File: config.mk
export PLATFORM = sky130hd
export DESIGN_NAME = ballot_unit
export DESIGN_NICKNAME = d
export VERILOG_FILES = /design/src/rtl/evm_pkg.sv /design/src/rtl/btn_sync.sv /design/src/rtl/ballot_unit.sv
export SDC_FILE = /design/constraint.sdc
export NUM_CORES = 1
export LEC_CHECK = 0
export CAP_MARGIN = 10
export CELL_PAD_IN_SITES_DETAIL_PLACEMENT = 0
export CELL_PAD_IN_SITES_GLOBAL_PLACEMENT = 1
export CORE_MARGIN = 2
export CORE_UTILIZATION = 35
export DETAILED_ROUTE_END_ITERATION = 7
export PLACE_DENSITY = 0.68
export SKIP_CTS_REPAIR_TIMING = 1
export SLEW_MARGIN = 25
export SYNTH_ARGS = -nofsm -noshare
export SYNTH_HDL_FRONTEND = slang
export SYNTH_HIERARCHICAL = 1
export SYNTH_SLANG_ARGS = --single-unit
export TNS_END_PERCENT = 30
File: constraint.sdc
create_clock -name clk -period 2.2 [get_ports clk]
set_input_delay 0.55 -clock clk [delete_from_list [all_inputs] [get_ports clk]]
set_output_delay 0.55 -clock clk [all_outputs]
set_load 0.02 [all_outputs]
File: src/rtl/evm_pkg.sv
// Shared EVM definitions: candidate count/width, ballot FSM states and
// the candidate-code type used on the vote interface.
package evm_pkg;

  localparam int NUM_CAND = 4;
  localparam int CAND_W   = 2;

  typedef logic [CAND_W-1:0] cand_t;

  typedef enum logic [2:0] {
    LOCKED,
    ARMED,
    DEBOUNCE,
    SEND,
    RELEASE
  } state_t;

  // Encode a one-hot button vector as a candidate code; bit n -> code n.
  function automatic cand_t onehot_to_cand(input logic [NUM_CAND-1:0] oh);
    cand_t code;
    code = '0;
    for (int i = 0; i < NUM_CAND; i++) begin
      if (oh[i]) code = cand_t'(i);
    end
    return code;
  endfunction

endpackage

File: src/rtl/btn_sync.sv
// Two-flop synchronizer for the raw candidate buttons.
module btn_sync
  import evm_pkg::*;
(
  input  logic                clk,
  input  logic                reset,
  input  logic [NUM_CAND-1:0] btn,
  output logic [NUM_CAND-1:0] btn_s
);

  logic [NUM_CAND-1:0] sync1_reg;
  logic [NUM_CAND-1:0] sync2_reg;

  genvar gi;
  generate
    for (gi = 0; gi < NUM_CAND; gi++) begin : g_bit
      always_ff @(posedge clk or posedge reset) begin
        if (reset) begin
          sync1_reg[gi] <= 1'b0;
          sync2_reg[gi] <= 1'b0;
        end else begin
          sync1_reg[gi] <= btn[gi];
          sync2_reg[gi] <= sync1_reg[gi];
        end
      end
    end
  endgenerate

  assign btn_s = sync2_reg;

endmodule

File: src/rtl/ballot_unit.sv
// Voter-side ballot front end: arms on ballot_en, debounces one candidate
// press, hands exactly one vote to the tally unit, then locks.
module ballot_unit
  import evm_pkg::*;
#(
  parameter int DEBOUNCE_CYCLES = 4,
  parameter int CNT_W           = 16
) (
  input  logic                clk,
  input  logic                reset,
  input  logic                ballot_en,
  input  logic [NUM_CAND-1:0] btn,
  input  logic                vote_ready,
  output logic                vote_valid,
  output logic [CAND_W-1:0]   vote_cand,
  output logic                ready_led,
  output logic                multi_press,
  output logic [CNT_W-1:0]    ballots_cast
);

  logic [NUM_CAND-1:0] btn_s;

  state_t              state_reg, state_next;
  cand_t               cand_reg, cand_next;
  logic [NUM_CAND-1:0] onehot_reg, onehot_next;
  logic [7:0]          cnt_reg, cnt_next;
  logic [CNT_W-1:0]    ballots_reg, ballots_next;
  logic                multi_press_reg, multi_hold_reg;
  logic                multi_cond;
  logic                btn_multi, btn_onehot;

  btn_sync u_btn_sync (
    .clk   (clk),
    .reset (reset),
    .btn   (btn),
    .btn_s (btn_s)
  );

  assign btn_multi  = (btn_s & (btn_s - 1'b1)) != '0;
  assign btn_onehot = (btn_s != '0) && !btn_multi;

  always_comb begin
    state_next   = state_reg;
    cand_next    = cand_reg;
    onehot_next  = onehot_reg;
    cnt_next     = cnt_reg;
    ballots_next = ballots_reg;
    multi_cond   = 1'b0;
    case (state_reg)
      LOCKED: begin
        if (ballot_en) state_next = ARMED;
      end
      ARMED: begin
        if (btn_onehot) begin
          cand_next   = onehot_to_cand(btn_s);
          onehot_next = btn_s;
          cnt_next    = 8'd1;
          state_next  = DEBOUNCE;
        end else if (btn_multi) begin
          multi_cond = 1'b1;
        end
      end
      DEBOUNCE: begin
        if (btn_s != onehot_reg) begin
          cnt_next   = 8'd0;
          state_next = ARMED;
        end else if (cnt_reg == 8'(DEBOUNCE_CYCLES)) begin
          state_next = SEND;
        end else begin
          cnt_next = cnt_reg + 8'd1;
        end
      end
      SEND: begin
        if (vote_ready) begin
          if (ballots_reg != '1) ballots_next = ballots_reg + 1'b1;
          state_next = RELEASE;
        end
      end
      RELEASE: begin
        // Hold off re-locking until the voter lets go of every button.
        if (btn_s == '0) state_next = LOCKED;
      end
      default: state_next = LOCKED;
    endcase
  end

  always_ff @(posedge clk or posedge reset) begin
    if (reset) begin
      state_reg       <= LOCKED;
      cand_reg        <= '0;
      onehot_reg      <= '0;
      cnt_reg         <= '0;
      ballots_reg     <= '0;
      multi_press_reg <= 1'b0;
      multi_hold_reg  <= 1'b0;
    end else begin
      state_reg       <= state_next;
      cand_reg        <= cand_next;
      onehot_reg      <= onehot_next;
      cnt_reg         <= cnt_next;
      ballots_reg     <= ballots_next;
      // One pulse per multi-press episode, not one per cycle it is held.
      multi_press_reg <= multi_cond && !multi_hold_reg;
      multi_hold_reg  <= multi_cond;
    end
  end

  assign vote_valid   = (state_reg == SEND);
  assign ready_led    = (state_reg == ARMED);
  assign vote_cand    = cand_reg;
  assign multi_press  = multi_press_reg;
  assign ballots_cast = ballots_reg;

endmodule

Word-level counts from Yosys, hierarchy flattened. Cells that the tools add are included.

Register bits after elaboration: 43. Input port bits: 8. Output and inout port bits: 21.

$add $sub $neg: 3. Equal/unequal tests: 13. Multiplexer cells: 17. Bitwise operators: 1. Reductions and logical operators: 13.

Operators by type and width (count): $mux 8 (3); $mux 3 (6); $add 16x1->16 const B (1); $ne 16x16->1 const B (1); $pmux 8 s2 (1); $pmux 3 s5 (1); $add 8x1->8 const B (1); $eq 8x3->1 const B (1); $reduce_bool 4->1 (2); $eq 3x2->1 const B (2); $ne 2x2->1 const B (3); $ne 3x3->1 const B (2); $reduce_and 3->1 (2); $reduce_and 5->1 (1); $and 4x4->4 (1); $logic_not 4->1 (1); $mux 1 (4); $mux 2 (2); $ne 4x4->1 (1); $sub 4x1->4 const B (1); $eq 3x1->1 const B (1); $eq 3x3->1 const B (1); $logic_not 3->1 (1); $logic_and 1x1->1 (2); other kinds (4) (5).

Depth between registers and ports, before layout.
Depth after elaboration: 8. Depth in mapped cells: 7. Mapped depth without buffers: 7.

Hierarchy. The synthesis kept the hierarchy.

Modules (own cells, without submodules): ballot_unit (times used 1, cells an instance 177, area an instance 1855.5 sq um); btn_sync (times used 1, cells an instance 9, area an instance 203.9 sq um).

Least setup slack after synthesis. No wires, ideal clock.

Kind: register -> register. Start: register state_reg[2]. End: register cnt_reg[7]. Library setup time: 0.126 ns. Arrival: 1.694 ns. Data required time: 2.074 ns. Setup slack: 0.380 ns. Cell stages (with the launch flop): 7. Path buffers: 1. Cell sequence: dfrtp_1 nand2b_1 nor2_1 and2_1 buf_4 nor2_4 a221o_1.

Longest elaborated chain between the ends: 3. Elaborated cells between the ends (all ways): 7.

Ends and longest elaborated chain: start, declared (line ballot_unit.sv:23) `state_t state_reg, state_next;`; start signal, assigned (line ballot_unit.sv:97) `state_reg <= state_next;`; $eq 3x1->1 *; named net ready_led (line ballot_unit.sv:16) `output logic ready_led,`; $ne 2x1->1 (no line) or $reduce_bool 2->1 (tied branches); $reduce_and 3->1 (no line); end signal, assigned (line ballot_unit.sv:100) `cnt_reg <= cnt_next;`; end, declared (line ballot_unit.sv:26) `logic [7:0] cnt_reg, cnt_next;`.

The timed path passes the listed nets; every way through them passes the cells marked *. A chain may end at the register's enable or synchronous reset.

Final worst setup path.
Start: register ballots_reg[15] (netlist: ballots_cast[15]). End: output ballots_cast[15].

RTL lines: start, declared (line ballot_unit.sv:27) `logic [CNT_W-1:0] ballots_reg, ballots_next;`; start signal, assigned (line ballot_unit.sv:101) `ballots_reg <= ballots_next;`; end, declared (line ballot_unit.sv:18) `output logic [CNT_W-1:0] ballots_cast`.

No word-level cell between the ends.

==> flow_results.xml <==
<?xml version="1.0" encoding="UTF-8"?>
<metrics>
  <group name="critical_path">
    <metric name="critPathRequiredTime" unit="ns">1.65</metric>
    <metric name="cpPeakStageDelay" unit="ns">0.64</metric>
    <metric name="critPathKind" unit="">reg2out</metric>
    <metric name="crit_path_top_delay_cell" unit="">sky130_fd_sc_hd__clkdlybuf4s50_1</metric>
    <metric name="path_delay_family" unit="">buffers and inverters</metric>
    <metric name="timing.critical_path.cells" unit="">clkdlybuf4s50_1</metric>
    <metric name="cp_max_fo" unit="">5</metric>
    <metric name="cp-start-kind" unit="">flip-flop</metric>
    <metric name="timing.critical_path.buf_inv" unit="">1</metric>
    <metric name="setup.worst_path.end_class" unit="">primary output</metric>
    <metric name="worstPathArrival" unit="ns">1.39</metric>
  </group>
  <group name="place">
    <metric name="place_inst" unit="">293</metric>
    <metric name="placement_setup_slack" unit="ns">-0.0253</metric>
    <metric name="place_congestion" unit="">0.713</metric>
    <metric name="dp_hpwl" unit="mm">2.89</metric>
    <metric name="dpl_cell_area" unit="sq um">2490</metric>
    <metric name="io_buffers" unit="">28</metric>
  </group>
  <group name="floorplanning">
    <metric name="floorplan.rows" unit="">27</metric>
    <metric name="fp.dieArea" unit="sq um">6510</metric>
    <metric name="i_o_pin_count" unit="">29</metric>
    <metric name="floorplan.core_area" unit="sq um">5610</metric>
    <metric name="chipWidth" unit="um">80.7</metric>
    <metric name="floorplan.initialDensity" unit="%">36.7</metric>
    <metric name="chipHeight" unit="um">80.7</metric>
  </group>
  <group name="global_route">
    <metric name="grt_first_pass_wirelength" unit="mm">6.78</metric>
    <metric name="globalRouteTotalUtil" unit="%">13.8</metric>
    <metric name="grt_residual_overflow" unit="">0</metric>
    <metric name="antenna_found_initial" unit="">0</metric>
    <metric name="grt_max_degree" unit="">36</metric>
    <metric name="first_global_vias" unit="">1416</metric>
  </group>
  <group name="power">
    <metric name="power" unit="W">0.00234</metric>
    <metric name="ir_drop" unit="uV">396</metric>
    <metric name="power.leakage" unit="nW">1.19</metric>
    <metric name="power_density" unit="nW/um^2">909</metric>
  </group>
  <group name="final_layout">
    <metric name="synth_to_layout_area_growth" unit="%">25.3</metric>
    <metric name="final_core_utilization" unit="%">46.0</metric>
    <metric name="nets" unit="">239</metric>
    <metric name="finish.cell_count_without_fillers" unit="">300</metric>
    <metric name="max_reg_flops" unit="">16</metric>
    <metric name="multi_input_area" unit="sq um">940</metric>
    <metric name="drive_above_1_share" unit="%">14.5</metric>
    <metric name="area.sequential" unit="sq um">1080</metric>
    <metric name="antenna_cells" unit="">0</metric>
    <metric name="fillCellCount" unit="">551</metric>
    <metric name="final_area" unit="sq um">2580</metric>
  </group>
  <group name="sta">
    <metric name="final.period_utilization" unit="%">88.0</metric>
    <metric name="slew_violations" unit="">0</metric>
    <metric name="post-route-min-period" unit="ns">1.94</metric>
    <metric name="setup_viol_count_final" unit="">0</metric>
    <metric name="clock.fmax" unit="MHz">517</metric>
    <metric name="grt_setup_unrepaired" unit="">no</metric>
    <metric name="worstMarginPinSlew" unit="ns">0.543</metric>
    <metric name="timing_hold_violations_final" unit="">0</metric>
    <metric name="layout_setup_ws" unit="ns">0.264</metric>
    <metric name="timing.max_slew.rel_slack" unit="%">63.5</metric>
    <metric name="fin_skew" unit="ns">0.00757</metric>
  </group>
  <group name="routing">
    <metric name="detail_route.vias_per_cell" unit="">4.96</metric>
    <metric name="postRouteWirelength" unit="mm">4.02</metric>
    <metric name="drt_first_pass_iters" unit="">4</metric>
    <metric name="drt-initial-drc-count" unit="">32</metric>
    <metric name="wl_per_cell" unit="um">13.4</metric>
    <metric name="route.vias.total" unit="">1489</metric>
    <metric name="final_antenna_net_count" unit="">0</metric>
    <metric name="remaining_drc_errors" unit="">0</metric>
  </group>
  <group name="logic_synthesis">
    <metric name="synth_seq_cells" unit="">43</metric>
    <metric name="synthDominantCellAreaShare" unit="%">52.2</metric>
    <metric name="unique_cell_type_count_in_the_yosys_netlist" unit="">45</metric>
    <metric name="post_synth_main_area_contributors" unit="">sky130_fd_sc_hd__dfrtp_1 (52%), sky130_fd_sc_hd__xnor2_1 (3.8%), sky130_fd_sc_hd__xor2_1 (3.8%), sky130_fd_sc_hd__nor3_2 (2.9%), sky130_fd_sc_hd__nor2_1 (2.7%)</metric>
    <metric name="yosysSeqAreaShare" unit="%">52.2</metric>
    <metric name="synthCells" unit="">186</metric>
    <metric name="synthesis.area_per_instance" unit="sq um">11.1</metric>
    <metric name="synth_nets" unit="">197</metric>
    <metric name="yosys.area.top_type" unit="">sky130_fd_sc_hd__dfrtp_1</metric>
    <metric name="netlist_area" unit="sq um">2060</metric>
    <metric name="number_of_warnings_reported_in_the_yosys_synthesis_log" unit="">6</metric>
  </group>
  <group name="cts">
    <metric name="cts.root.buffer_cell" unit="">sky130_fd_sc_hd__clkbuf_8</metric>
    <metric name="clk-insertion-delay-late" unit="ns">0.30</metric>
    <metric name="ctsLongestPathBuffers" unit="">2</metric>
    <metric name="cts-htree-levels" unit="">2</metric>
    <metric name="cts.reportedPaths.clkPinSlew" unit="ns">0.08</metric>
    <metric name="tritoncts_num_sinks" unit="">43</metric>
    <metric name="clock_tree_from_tritoncts" unit="">yes</metric>
    <metric name="cts_made_buffers" unit="">5</metric>
  </group>
  <group name="status">
    <metric name="status" unit="">finished clean</metric>
  </group>
  <group name="hold_path">
    <metric name="hold_path_class" unit="">reg2reg</metric>
  </group>
  <group name="flow_run">
    <metric name="max_cap_violation_count" unit="">0</metric>
  </group>
</metrics>
## path summary, 6_finish.rpt
| kind | from | to | slack (ns) | cells past startpoint |
|---|---|---|---|---|
| min reg2reg | u_btn_sync/sync1_reg[3] | u_btn_sync/btn_s[3] | 0.35 | 0 |
| max in group asynchronous | reset | state_reg[1] | 1.19 | 3 |
| min in group asynchronous | reset | u_btn_sync/sync1_reg[1] | 0.52 | 2 |
| min | u_btn_sync/sync1_reg[3] | u_btn_sync/btn_s[3] | 0.35 | 0 |
| max reg2reg | ballots_cast[3] | ballots_cast[8] | 0.37 | 5 |
| max | ballots_cast[15] | ballots_cast[15] | 0.26 | 1 |
## cells in the final DEF (no fill, tap or decap), types with 4 or more instances in the layout
master                            instances
sky130_fd_sc_hd__nand2_1                 13
sky130_fd_sc_hd__mux2_1                   4
sky130_fd_sc_hd__xnor2_1                  9
sky130_fd_sc_hd__clkbuf_8                 6
sky130_fd_sc_hd__dfrtp_1                 43
sky130_fd_sc_hd__nand3_1                 11
sky130_fd_sc_hd__buf_4                   10
sky130_fd_sc_hd__clkdlybuf4s50_1         26
sky130_fd_sc_hd__a21oi_1                  7
sky130_fd_sc_hd__xor2_1                   9
sky130_fd_sc_hd__a211o_1                  5
sky130_fd_sc_hd__nor3_2                   6
sky130_fd_sc_hd__nor2_1                  15
sky130_fd_sc_hd__and3_1                   5
sky130_fd_sc_hd__nor3_1                   5
sky130_fd_sc_hd__inv_1                    6
## through the flow
| step | setup TNS (ns) | hold slack [ns] |
|---|---|---|
| global route | 0 | 0.362 |
| CTS | -0.103 | 0.353 |
| global placement | 0 | 0.332 |
| finish | 0 | 0.350 |
| detailed placement | -0.0287 | 0.335 |
| floorplan | 0 | 0.331 |
## cell type report
type / instances / share of cell area (%)
sequential: 43 / 41.7
clock buffer: 6 / 3.20
clock inverter: 1 / 0.194
tap: 72 / 3.49
inverter: 7 / 1.02
timing repair buffer: 38 / 14.0
multi-input combinational: 133 / 36.4
## metal layers
layer / up-vias / routed length, um / track usage (%)
met1: 725 / 2120 / 19.5
met4: 0 / 79 / 6.10
met5: - / 0 / 0
met2: 15 / 1700 / 19.4
met3: 6 / 125 / 4.27
li1: 743 / - / -
## synth_stat cells
library cell,number
sky130_fd_sc_hd__nand3_1,11
sky130_fd_sc_hd__or2_2,1
sky130_fd_sc_hd__o211a_1,1
sky130_fd_sc_hd__nor3_1,5
sky130_fd_sc_hd__buf_2,2
sky130_fd_sc_hd__a22o_1,1
sky130_fd_sc_hd__ha_1,3
sky130_fd_sc_hd__inv_2,1
sky130_fd_sc_hd__and4b_1,1
sky130_fd_sc_hd__mux2_1,4
sky130_fd_sc_hd__a21oi_1,7
sky130_fd_sc_hd__and3_1,5
sky130_fd_sc_hd__mux2_2,2
sky130_fd_sc_hd__o22a_1,1
sky130_fd_sc_hd__o21a_1,2
sky130_fd_sc_hd__and3b_1,1
sky130_fd_sc_hd__and4_1,2
sky130_fd_sc_hd__o21bai_1,1
sky130_fd_sc_hd__a31o_2,1
sky130_fd_sc_hd__or3b_4,1
sky130_fd_sc_hd__inv_1,6
sky130_fd_sc_hd__o311a_1,1
sky130_fd_sc_hd__and2_1,2
sky130_fd_sc_hd__a211o_1,5
sky130_fd_sc_hd__nor4_1,2
sky130_fd_sc_hd__nor4b_2,1
sky130_fd_sc_hd__nor2_1,15
sky130_fd_sc_hd__nor3_2,6
sky130_fd_sc_hd__nand2_1,13
sky130_fd_sc_hd__nor3b_1,2
sky130_fd_sc_hd__buf_4,1
sky130_fd_sc_hd__nor4b_1,3
sky130_fd_sc_hd__xor2_1,9
sky130_fd_sc_hd__o31ai_1,1
sky130_fd_sc_hd__nor2_4,1
sky130_fd_sc_hd__xnor2_1,9
sky130_fd_sc_hd__nand4_1,2
sky130_fd_sc_hd__o22ai_1,1
sky130_fd_sc_hd__a21boi_0,1
sky130_fd_sc_hd__nand2b_1,2
sky130_fd_sc_hd__nor2b_1,3
sky130_fd_sc_hd__dfrtp_1,43
sky130_fd_sc_hd__nand3_2,1
sky130_fd_sc_hd__or3_4,1
sky130_fd_sc_hd__a221o_1,2
## cell families after synthesis
logic type	count (synthesis)	share of synthesized area [%]
XOR/XNOR	18	7.66
adder cells (fa/ha/maj)	3	1.82
buffers and inverters	10	2.13
multiplexers	6	3.28
flip-flops	43	52.2
AND/OR/NAND/NOR	81	23.7
AO/OA/AOI/OAI	25	9.17
## power breakdown
part	internal [W]	switching, W
clock	0.000246	0.000256
sequential	0.000939	0.000127
combinational	0.000384	0.000392
total	0.00157	0.000775
Note: power is estimated with default switching activity, not from simulation.
